[src/rtl/multi_div_pkg.sv]
// Shared types and constants for the round-robin scheduler in front of the
// iterative multi_div engine.
package multi_div_pkg;

   typedef enum logic {
      IDLE = 1'b0,
      WAIT = 1'b1
   } sched_state_e;

   localparam logic OP_MUL = 1'b0;
   localparam logic OP_DIV = 1'b1;

   // Covers watchdog limits up to 4095 cycles (SIZE_A=128 at one iteration per cycle plus slack).
   localparam int WD_W = 12;

   function automatic int md_latency(input int size_a, input int fast_mode);
      return size_a / fast_mode;
   endfunction

endpackage

[src/rtl/multi_div_sched_rr_pick.sv]
// Combinational round-robin selector: the first requester at or after ptr,
// scanning upward with wrap, as a one-hot vector plus its index.
module rr_pick #(
   parameter int NUM_REQ = 4,
   parameter int PTR_W   = 2
) (
   input  logic [NUM_REQ-1:0] req,
   input  logic [PTR_W-1:0]   ptr,
   output logic [NUM_REQ-1:0] winner,
   output logic [PTR_W-1:0]   winner_idx,
   output logic               any
);

   logic [NUM_REQ-1:0] at_or_after;
   logic [NUM_REQ-1:0] hi_req;
   logic [NUM_REQ-1:0] pick;

   generate
      for (genvar gi = 0; gi < NUM_REQ; gi++) begin : g_mask
         assign at_or_after[gi] = (PTR_W'(gi) >= ptr);
      end
   endgenerate

   // Requests at/above the pointer take precedence; otherwise wrap to the bottom.
   assign hi_req = req & at_or_after;
   assign pick   = (|hi_req) ? hi_req : req;
   assign winner = pick & (~pick + NUM_REQ'(1));
   assign any    = |req;

   always_comb begin
      winner_idx = '0;
      for (int i = 0; i < NUM_REQ; i++) begin
         if (winner[i]) winner_idx = winner_idx | PTR_W'(i);
      end
   end

endmodule

[src/rtl/multi_div_sched.sv]
// Round-robin scheduler sharing one multi_div engine among NUM_REQ requesters,
// one operation in flight, with a sticky watchdog on engine completion.
module multi_div_sched
   import multi_div_pkg::*;
#(
   parameter int NUM_REQ   = 4,
   parameter int SIZE_A    = 128,
   parameter int SIZE_B    = 64,
   parameter int FAST_MODE = 2,
   parameter int WD_SLACK  = 4
) (
   input  logic                        clk,
   input  logic                        reset,
   input  logic [NUM_REQ-1:0]          req,
   input  logic [NUM_REQ-1:0]          req_select,
   input  logic [NUM_REQ*SIZE_A-1:0]   req_a,
   input  logic [NUM_REQ*SIZE_B-1:0]   req_b,
   output logic [NUM_REQ-1:0]          gnt,
   output logic [NUM_REQ-1:0]          done,
   output logic [SIZE_A+SIZE_B-1:0]    result,
   output logic                        err,
   output logic                        busy,
   output logic                        md_en,
   output logic                        md_select,
   output logic [SIZE_A-1:0]           md_a,
   output logic [SIZE_B-1:0]           md_b,
   input  logic [SIZE_A+SIZE_B-1:0]    md_P,
   input  logic                        md_valid
);

   localparam int PTR_W    = $clog2(NUM_REQ);
   localparam int LAT      = md_latency(SIZE_A, FAST_MODE);
   // md_valid is still accepted in the cycle the watchdog equals this value,
   // so a timeout's done lands WD_SLACK cycles after the nominal done.
   localparam int WD_LIMIT = LAT + 1 + WD_SLACK;
   localparam logic [WD_W-1:0] WD_LIMIT_V = WD_W'(WD_LIMIT);

   sched_state_e             state_reg, state_next;
   logic [PTR_W-1:0]         ptr_reg, ptr_next;
   logic [PTR_W-1:0]         owner_reg, owner_next;
   logic [WD_W-1:0]          wd_reg, wd_next;
   logic [NUM_REQ-1:0]       gnt_reg, gnt_next;
   logic [NUM_REQ-1:0]       done_reg, done_next;
   logic [SIZE_A+SIZE_B-1:0] result_reg, result_next;
   logic                     err_reg, err_next;
   logic                     md_en_reg, md_en_next;
   logic                     md_select_reg, md_select_next;
   logic [SIZE_A-1:0]        md_a_reg, md_a_next;
   logic [SIZE_B-1:0]        md_b_reg, md_b_next;

   logic [NUM_REQ-1:0]       pick_onehot;
   logic [PTR_W-1:0]         pick_idx;
   logic                     pick_any;

   logic [SIZE_A-1:0]        a_slice [NUM_REQ];
   logic [SIZE_B-1:0]        b_slice [NUM_REQ];

   generate
      for (genvar gi = 0; gi < NUM_REQ; gi++) begin : g_slice
         assign a_slice[gi] = req_a[gi*SIZE_A +: SIZE_A];
         assign b_slice[gi] = req_b[gi*SIZE_B +: SIZE_B];
      end
   endgenerate

   rr_pick #(
      .NUM_REQ (NUM_REQ),
      .PTR_W   (PTR_W)
   ) u_rr_pick (
      .req        (req),
      .ptr        (ptr_reg),
      .winner     (pick_onehot),
      .winner_idx (pick_idx),
      .any        (pick_any)
   );

   always_ff @(posedge clk or posedge reset) begin
      if (reset) begin
         state_reg     <= IDLE;
         ptr_reg       <= '0;
         owner_reg     <= '0;
         wd_reg        <= '0;
         gnt_reg       <= '0;
         done_reg      <= '0;
         result_reg    <= '0;
         err_reg       <= 1'b0;
         md_en_reg     <= 1'b0;
         md_select_reg <= 1'b0;
         md_a_reg      <= '0;
         md_b_reg      <= '0;
      end else begin
         state_reg     <= state_next;
         ptr_reg       <= ptr_next;
         owner_reg     <= owner_next;
         wd_reg        <= wd_next;
         gnt_reg       <= gnt_next;
         done_reg      <= done_next;
         result_reg    <= result_next;
         err_reg       <= err_next;
         md_en_reg     <= md_en_next;
         md_select_reg <= md_select_next;
         md_a_reg      <= md_a_next;
         md_b_reg      <= md_b_next;
      end
   end

   always_comb begin
      state_next     = state_reg;
      ptr_next       = ptr_reg;
      owner_next     = owner_reg;
      wd_next        = wd_reg;
      gnt_next       = '0;
      done_next      = '0;
      result_next    = result_reg;
      err_next       = err_reg;
      md_en_next     = 1'b0;
      md_select_next = md_select_reg;
      md_a_next      = md_a_reg;
      md_b_next      = md_b_reg;

      case (state_reg)
         IDLE: begin
            if (pick_any) begin
               gnt_next       = pick_onehot;
               md_en_next     = 1'b1;
               md_select_next = req_select[pick_idx];
               md_a_next      = a_slice[pick_idx];
               md_b_next      = b_slice[pick_idx];
               owner_next     = pick_idx;
               ptr_next       = (pick_idx == PTR_W'(NUM_REQ - 1)) ? '0 : pick_idx + PTR_W'(1);
               wd_next        = '0;
               state_next     = WAIT;
            end
         end
         WAIT: begin
            wd_next = wd_reg + WD_W'(1);
            if (md_valid) begin
               result_next = md_P;
               done_next   = NUM_REQ'(1) << owner_reg;
               state_next  = IDLE;
            end else if (wd_reg == WD_LIMIT_V) begin
               err_next    = 1'b1;
               result_next = '0;
               done_next   = NUM_REQ'(1) << owner_reg;
               state_next  = IDLE;
            end
         end
         default: state_next = IDLE;
      endcase
   end

   assign gnt       = gnt_reg;
   assign done      = done_reg;
   assign result    = result_reg;
   assign err       = err_reg;
   assign busy      = (state_reg == WAIT);
   assign md_en     = md_en_reg;
   assign md_select = md_select_reg;
   assign md_a      = md_a_reg;
   assign md_b      = md_b_reg;

endmodule
[config.mk]
export PLATFORM = sky130hd
export DESIGN_NAME = multi_div_sched
export DESIGN_NICKNAME = d
export VERILOG_FILES = /design/src/rtl/multi_div_pkg.sv /design/src/rtl/multi_div_sched_rr_pick.sv /design/src/rtl/multi_div_sched.sv
export SDC_FILE = /design/constraint.sdc
export NUM_CORES = 1
export LEC_CHECK = 0
export CORE_AREA = 2 2 529 531
export CTS_BUF_LIST = sky130_fd_sc_hd__clkbuf_16
export CTS_CLUSTER_DIAMETER = 120
export DETAILED_ROUTE_END_ITERATION = 10
export DIE_AREA = 0 0 531 533
export PLACE_DENSITY = 0.3
export SLEW_MARGIN = 25
export SYNTH_ARGS = -nofsm -noshare
export SYNTH_HDL_FRONTEND = slang
export SYNTH_HIERARCHICAL = 1
export SYNTH_SLANG_ARGS = --single-unit
[constraint.sdc]
create_clock -name clk -period 13.15 [get_ports clk]
set_clock_uncertainty 0.1 [all_clocks]
set_input_delay 1.9725 -clock clk [delete_from_list [all_inputs] [get_ports clk]]
set_output_delay 1.9725 -clock clk [all_outputs]
set_load 0.05 [all_outputs]
==> impl_metrics.yaml, run 1 <==
route:
  routed_wl_um: 164000
  drt_iter0_markers: 887
  vias: 21100
  dr.pass1.iters: 4
  viasPerCell: 2.97
  drc_errors: 0
  ant_nets: 0
  wl_per_cell_um: 23.1
clocking:
  clk_path_buf_depth: 3
  cts_buffers: 60
  cts-htree-levels: 2
  clk_latency_ns: 0.70
  cts_root_buffer: "clkbuf_16"
  clock_sinks: 412
  cts_setup_buffers: 0
  postCtsResizedCells: 0
  tritoncts: "yes"
  holdBufCountCts: 0
  path_clk_slew_ns: 0.06
final_layout:
  largest_register_ffs: 192
  nets: 4294
  fin_cells: 7104
  design_area_mm2: 0.0404
  area_delta_synth_final_pct: 94.3
  mostFrequentLayoutCell: "clkdlybuf4s50_1"
  drive_above_1_share_pct: 9.34
  final_cell_mix: "clkdlybuf4s50_1, nand2_1, dfrtp_1"
logic_synthesis:
  synth_cells: 2027
  ys_warn_count: 6
  synth-seq-cells: 412
  yosysSeqAreaShare_pct: 49.6
  netlist_area_mm2: 0.0208
  avgSynthCellArea_um2: 10.3
  synthArstFlopShare_pct: 100
  synth_cell_type_count: 43
  ys.flop_type: "dfrtp_1"
  synth_edf_count: 0
  syn-num-nets: 3001
global_routing:
  grt_use_met3_pct: 4.48
  grt_pass1_vias: 22800
  use_met2_pct: 19.0
  grtUsageTotal_pct: 11.2
  busiest_layer: "met2"
  grt_antenna_before_repair: 66
  grt_pass1_wl_um: 215000
  grt-ovfl-total: 0
  grt_max_degree: 117
  met1_usage_pct: 12.4
power:
  power_density_mw_per_mm2: 169
  pwr-share-comb_pct: 50.2
  internal_power_mw: 3.74
  switching_share_pct: 45.1
  p_switching_mw: 3.08
  power_mw: 6.82
  seqPwrFrac_pct: 26.8
  p_leak_nw: 15.6
  p_clk_share_pct: 23.0
  ir_drop_mv: 0.107
timing:
  rsz0062_at_grt: "no"
  relSlewSlack_pct: 30.3
  report.final.slew_viol_count: 0
  setup_tns_ns: 0
  period_minus_slack_ns: 5.32
  finalSetupViolCount: 0
  hold_violations: 0
  fmax_mhz: 188
  tightest_slew_ns: 1.05
  period_share_pct: 40.4
worst_setup_path:
  start_kind: "input port"
  critPathLaunch: "req[1]"
  r2r-start: "busy"
  reg2reg_slack_ns: 9.04
  worst-setup-path-type: "input port to register"
  critPathMaxFanout: 82
  end_kind: "register"
  r2r_cells: 6
  endpoint: "md_a[10]"
  arrival_ns: 5.78
  crit_required_ns: 13.61
  reg2reg_to: "md_a[15]"
placement:
  hpwlAfterDp_um: 134000
  place_area_mm2: 0.0385
  place_inst: 6982
  portBuffers: 1366
  gp_congestion: 0.855
floorplanning:
  initial_core_util_pct: 7.48
  io_pins: 1367
  dieArea_mm2: 0.283
  row_count: 194
  die_h_um: 533
  coreArea_mm2: 0.278
  die_width_um: 531
job:
  cap_violations: 0
outcome:
  status: "finished clean"
hold_path:
  holdCritPathClass: "register to register"
## worst min-delay path by stage
stage,start,endpoint,depth (start not counted)
finish,md_a[112],md_a[112],2
global route,md_b[0],md_b[0],2
CTS,md_a[107],md_a[107],2
detailed placement,md_a[6],md_a[6],2
global placement,md_a[51],md_a[51],2
floorplan,owner_reg[0],done[0],1
## per-layer routing
metal,share of wire (%),vias up,wire [um]
met5,0.18,-,301
met2,48,1054,78600
li1,-,9507,-
met3,9.7,198,16000
met1,38,10300,62700
met4,4.1,46,6720
## cell families after synthesis
logic type,share of synthesized area (%)
AND/OR/NAND/NOR,18.8
buffers and inverters,4.24
multiplexers,21.1
flip-flops,49.6
adder cells (fa/ha/maj),0.181
AO/OA/AOI/OAI,6.06
## power by group through the flow
| stage | sequential, mW | combinational, mW | clock, mW |
|---|---|---|---|
| after floorplan | 2.83 | 1.00 | 0 |
| after global placement | 1.86 | 3.53 | 0 |
| after detailed placement | 1.86 | 3.50 | 0 |
| after CTS | 1.84 | 3.51 | 1.66 |
| after global routing | 1.87 | 3.64 | 1.70 |
| final | 1.83 | 3.42 | 1.56 |
## cell type report
class                   instances  area (um^2)
diodes                         18         45.0
clock buffers                  60         1500
clock inverters                44          292
fillers                     31200       238000
inverters                       9         45.0
multi-input cells            1448         9630
flip-flops and latches        412        10300
well taps                    3724         4660
repair buffers               1389        13900
## cell usage after synthesis (5+ instances only)
| cell | count | area share (%) |
|---|---|---|
| and2_1 | 5 | 0.15 |
| nand3_1 | 6 | 0.14 |
| buf_6 | 23 | 1.2 |
| nor2_1 | 6 | 0.11 |
| clkbuf_2 | 17 | 0.41 |
| mux4_2 | 193 | 21 |
| inv_1 | 8 | 0.14 |
| a21oi_1 | 9 | 0.22 |
| clkbuf_1 | 65 | 1.2 |
| nand2_1 | 981 | 18 |
| buf_2 | 37 | 0.89 |
| buf_1 | 12 | 0.22 |
| dfrtp_1 | 412 | 50 |
| o21ai_0 | 130 | 3.1 |
| o21ai_1 | 69 | 1.7 |
## critical path: stages
cell and delay, ns:
clkdlybuf4s50_1 0.65, a21boi_0 0.21, o22ai_1 0.14, a21oi_4 0.49, buf_12 0.54, buf_12 0.44, mux4_2 0.60, nand2_1 0.08
nand2_1 0.07
## per-stage QoR
step / utilization, % / hold WS (ns) / setup WS [ns]
detailed placement: 13.9 / 0.363 / 6.99
CTS: 14.5 / 0.377 / 7.79
global route: 14.5 / 0.394 / 7.54
floorplan: - / 0.362 / 5.52
finish: 14.5 / 0.371 / 7.83
global placement: 13.9 / 0.359 / 6.98
Power figures use the tool's default switching activity.
==> run 2, diff against run 1 <==
Settings changed: CORE_AREA 2 2 529 531 to 2 2 530 532, DIE_AREA 0 0 531 533 to 0 0 532 534.
Clock period 13.15 ns to 5.3 ns, I/O delays scaled along.
==> impl_metrics.yaml, run 2 (same netlist as run 1, synthesis figures left out) <==
worst_setup_path:
  worst-setup-path-type: "register to output port"
  slowest_stage: "clkdlybuf4s50_1"
  crit_family: "buffers and inverters"
  crit_path_cell_trace: "clkdlybuf4s50_1"
  arrival_ns: 2.41
  crit_required_ns: 4.41
  critical_path_buf_inv_count: 1
  start_kind: "register"
  max_stage_delay_ns: 0.97
  end_kind: "output port"
  critPathMaxFanout: 14
timing:
  setup_ws_ns: 1.99
  relSlewSlack_pct: 39.6
  fmax_mhz: 302
  hold_violations: 0
  finalHoldWorstSlack_ns: 0.371
  finalSetupViolCount: 0
  rsz0062_at_grt: "no"
  report.final.slew_viol_count: 0
  tightest_slew_ns: 0.903
  period_minus_slack_ns: 3.31
  period_share_pct: 62.4
clocking:
  path_clk_slew_ns: 0.06
  clk_latency_ns: 0.69
  cts_setup_buffers: 0
  cts_root_buffer: "clkbuf_16"
  cts_buffers: 61
  clk_path_buf_depth: 3
  cts-htree-levels: 2
  holdBufCountCts: 0
  tritoncts: "yes"
  postCtsResizedCells: 0
  clock_sinks: 412
route:
  drt_iter0_markers: 990
  ant_nets: 0
  routed_wl_um: 167000
  viasPerCell: 2.98
  drc_errors: 0
  vias: 21300
  wl_per_cell_um: 23.4
  dr.pass1.iters: 4
final_layout:
  nets: 4333
  drive_above_1_share_pct: 10.4
  mostFrequentLayoutCell: "clkdlybuf4s50_1"
  largest_register_ffs: 192
  fill_cells: 31400
  area_delta_synth_final_pct: 96.5
  final_cell_mix: "clkdlybuf4s50_1, nand2_1, dfrtp_1"
power:
  p_switching_mw: 7.68
  ir_drop_mv: 0.244
  seqPwrFrac_pct: 26.5
  power_mw: 17.1
  pwr-share-comb_pct: 50.3
  power_density_mw_per_mm2: 418
  switching_share_pct: 45.0
  p_clk_share_pct: 23.1
  internal_power_mw: 9.39
  p_leak_nw: 15.8
floorplanning:
  coreArea_mm2: 0.278
  io_pins: 1367
  row_count: 194
  dieArea_mm2: 0.284
  die_width_um: 532
  initial_core_util_pct: 7.46
  die_h_um: 534
placement:
  hpwlAfterDp_um: 138000
  portBuffers: 1366
  gp_congestion: 0.841
  dp_slack_ns: 1.45
global_routing:
  grt_pass1_wl_um: 220000
  grtUsageTotal_pct: 11.3
  grt_max_degree: 113
  grt_antenna_before_repair: 54
  grt-ovfl-total: 0
  grt_pass1_vias: 22900
hold_path:
  holdCritPathClass: "register to register"
job:
  cap_violations: 0
outcome:
  status: "finished clean"
==> run 2: changes by cell type in the layout (fill, tap and decap cells not counted), sizes merged <==
| cell | before | now |
|---|---|---|
| clkinvlp | 1 | 5 |
| buf | 28 | 62 |
| clkinv | 29 | 32 |
| clkdlybuf4s50 | 1361 | 1365 |
| diode | 18 | 6 |
| inv | 21 | 20 |
| clkbuf | 60 | 61 |
==> run 2: power by group through the flow <==
stage / clock [mW] / sequential [mW] / combinational (mW)
3_3_place_gp: 0 / 4.60 / 8.83
3_5_place_dp: 0 / 4.59 / 8.80
2_1_floorplan: 0 / 7.03 / 2.49
5_1_grt: 4.27 / 4.65 / 9.13
4_1_cts: 4.19 / 4.57 / 8.82
6_report: 3.95 / 4.53 / 8.59
==> run 2: worst min-delay path, cell delays in order (launching register included) <==
cell	delay [ns]
dfrtp_1	0.34
nand2_1	0.05
nand2_1	0.05
==> run 2: area by class of cell <==
type                    count  area, um^2  share of cell area [%]
clock buffers              61        1530                    3.74
diodes                      6        15.0                  0.0368
inverters                   9        45.0                   0.110
clock inverters            50         329                   0.806
repair buffers           1427       14300                    35.1
well taps                3724        4660                    11.4
multi-input cells        1448        9630                    23.6
flip-flops and latches    412       10300                    25.2
==> run 2: final timing paths <==
path,from,to,slack [ns],depth (start not counted)
min in group asynchronous,reset,md_a[98],0.61,3
setup reg to reg,ptr_reg[1],md_b[38],2.35,8
hold reg to reg,md_a[86],md_a[86],0.37,2
hold / removal,md_a[86],md_a[86],0.37,2
setup / recovery,busy,busy,1.99,1
max in group asynchronous,reset,md_a[31],3.64,4
==> run 2: metrics by stage <==
step	utilization, %	cell area [um^2]	TNS, ns	instances
floorplan	-	20800	-473.23	2027
global placement	14.0	38900	0	7019
detailed placement	14.0	39000	0	7020
CTS	14.7	40800	0	7131
global route	14.7	40800	0	7131
finish	14.7	40800	0	7137
==> run 2: per-layer routing <==
metal | vias to the layer above | GRT usage (%) | share of wire (%)
li1 | 9568 | - | -
met1 | 10400 | 13.0 | 39
met2 | 1048 | 20.4 | 51
met3 | 169 | 4.02 | 8.2
met4 | 22 | 1.90 | 1.8
met5 | - | 0 | 0.087
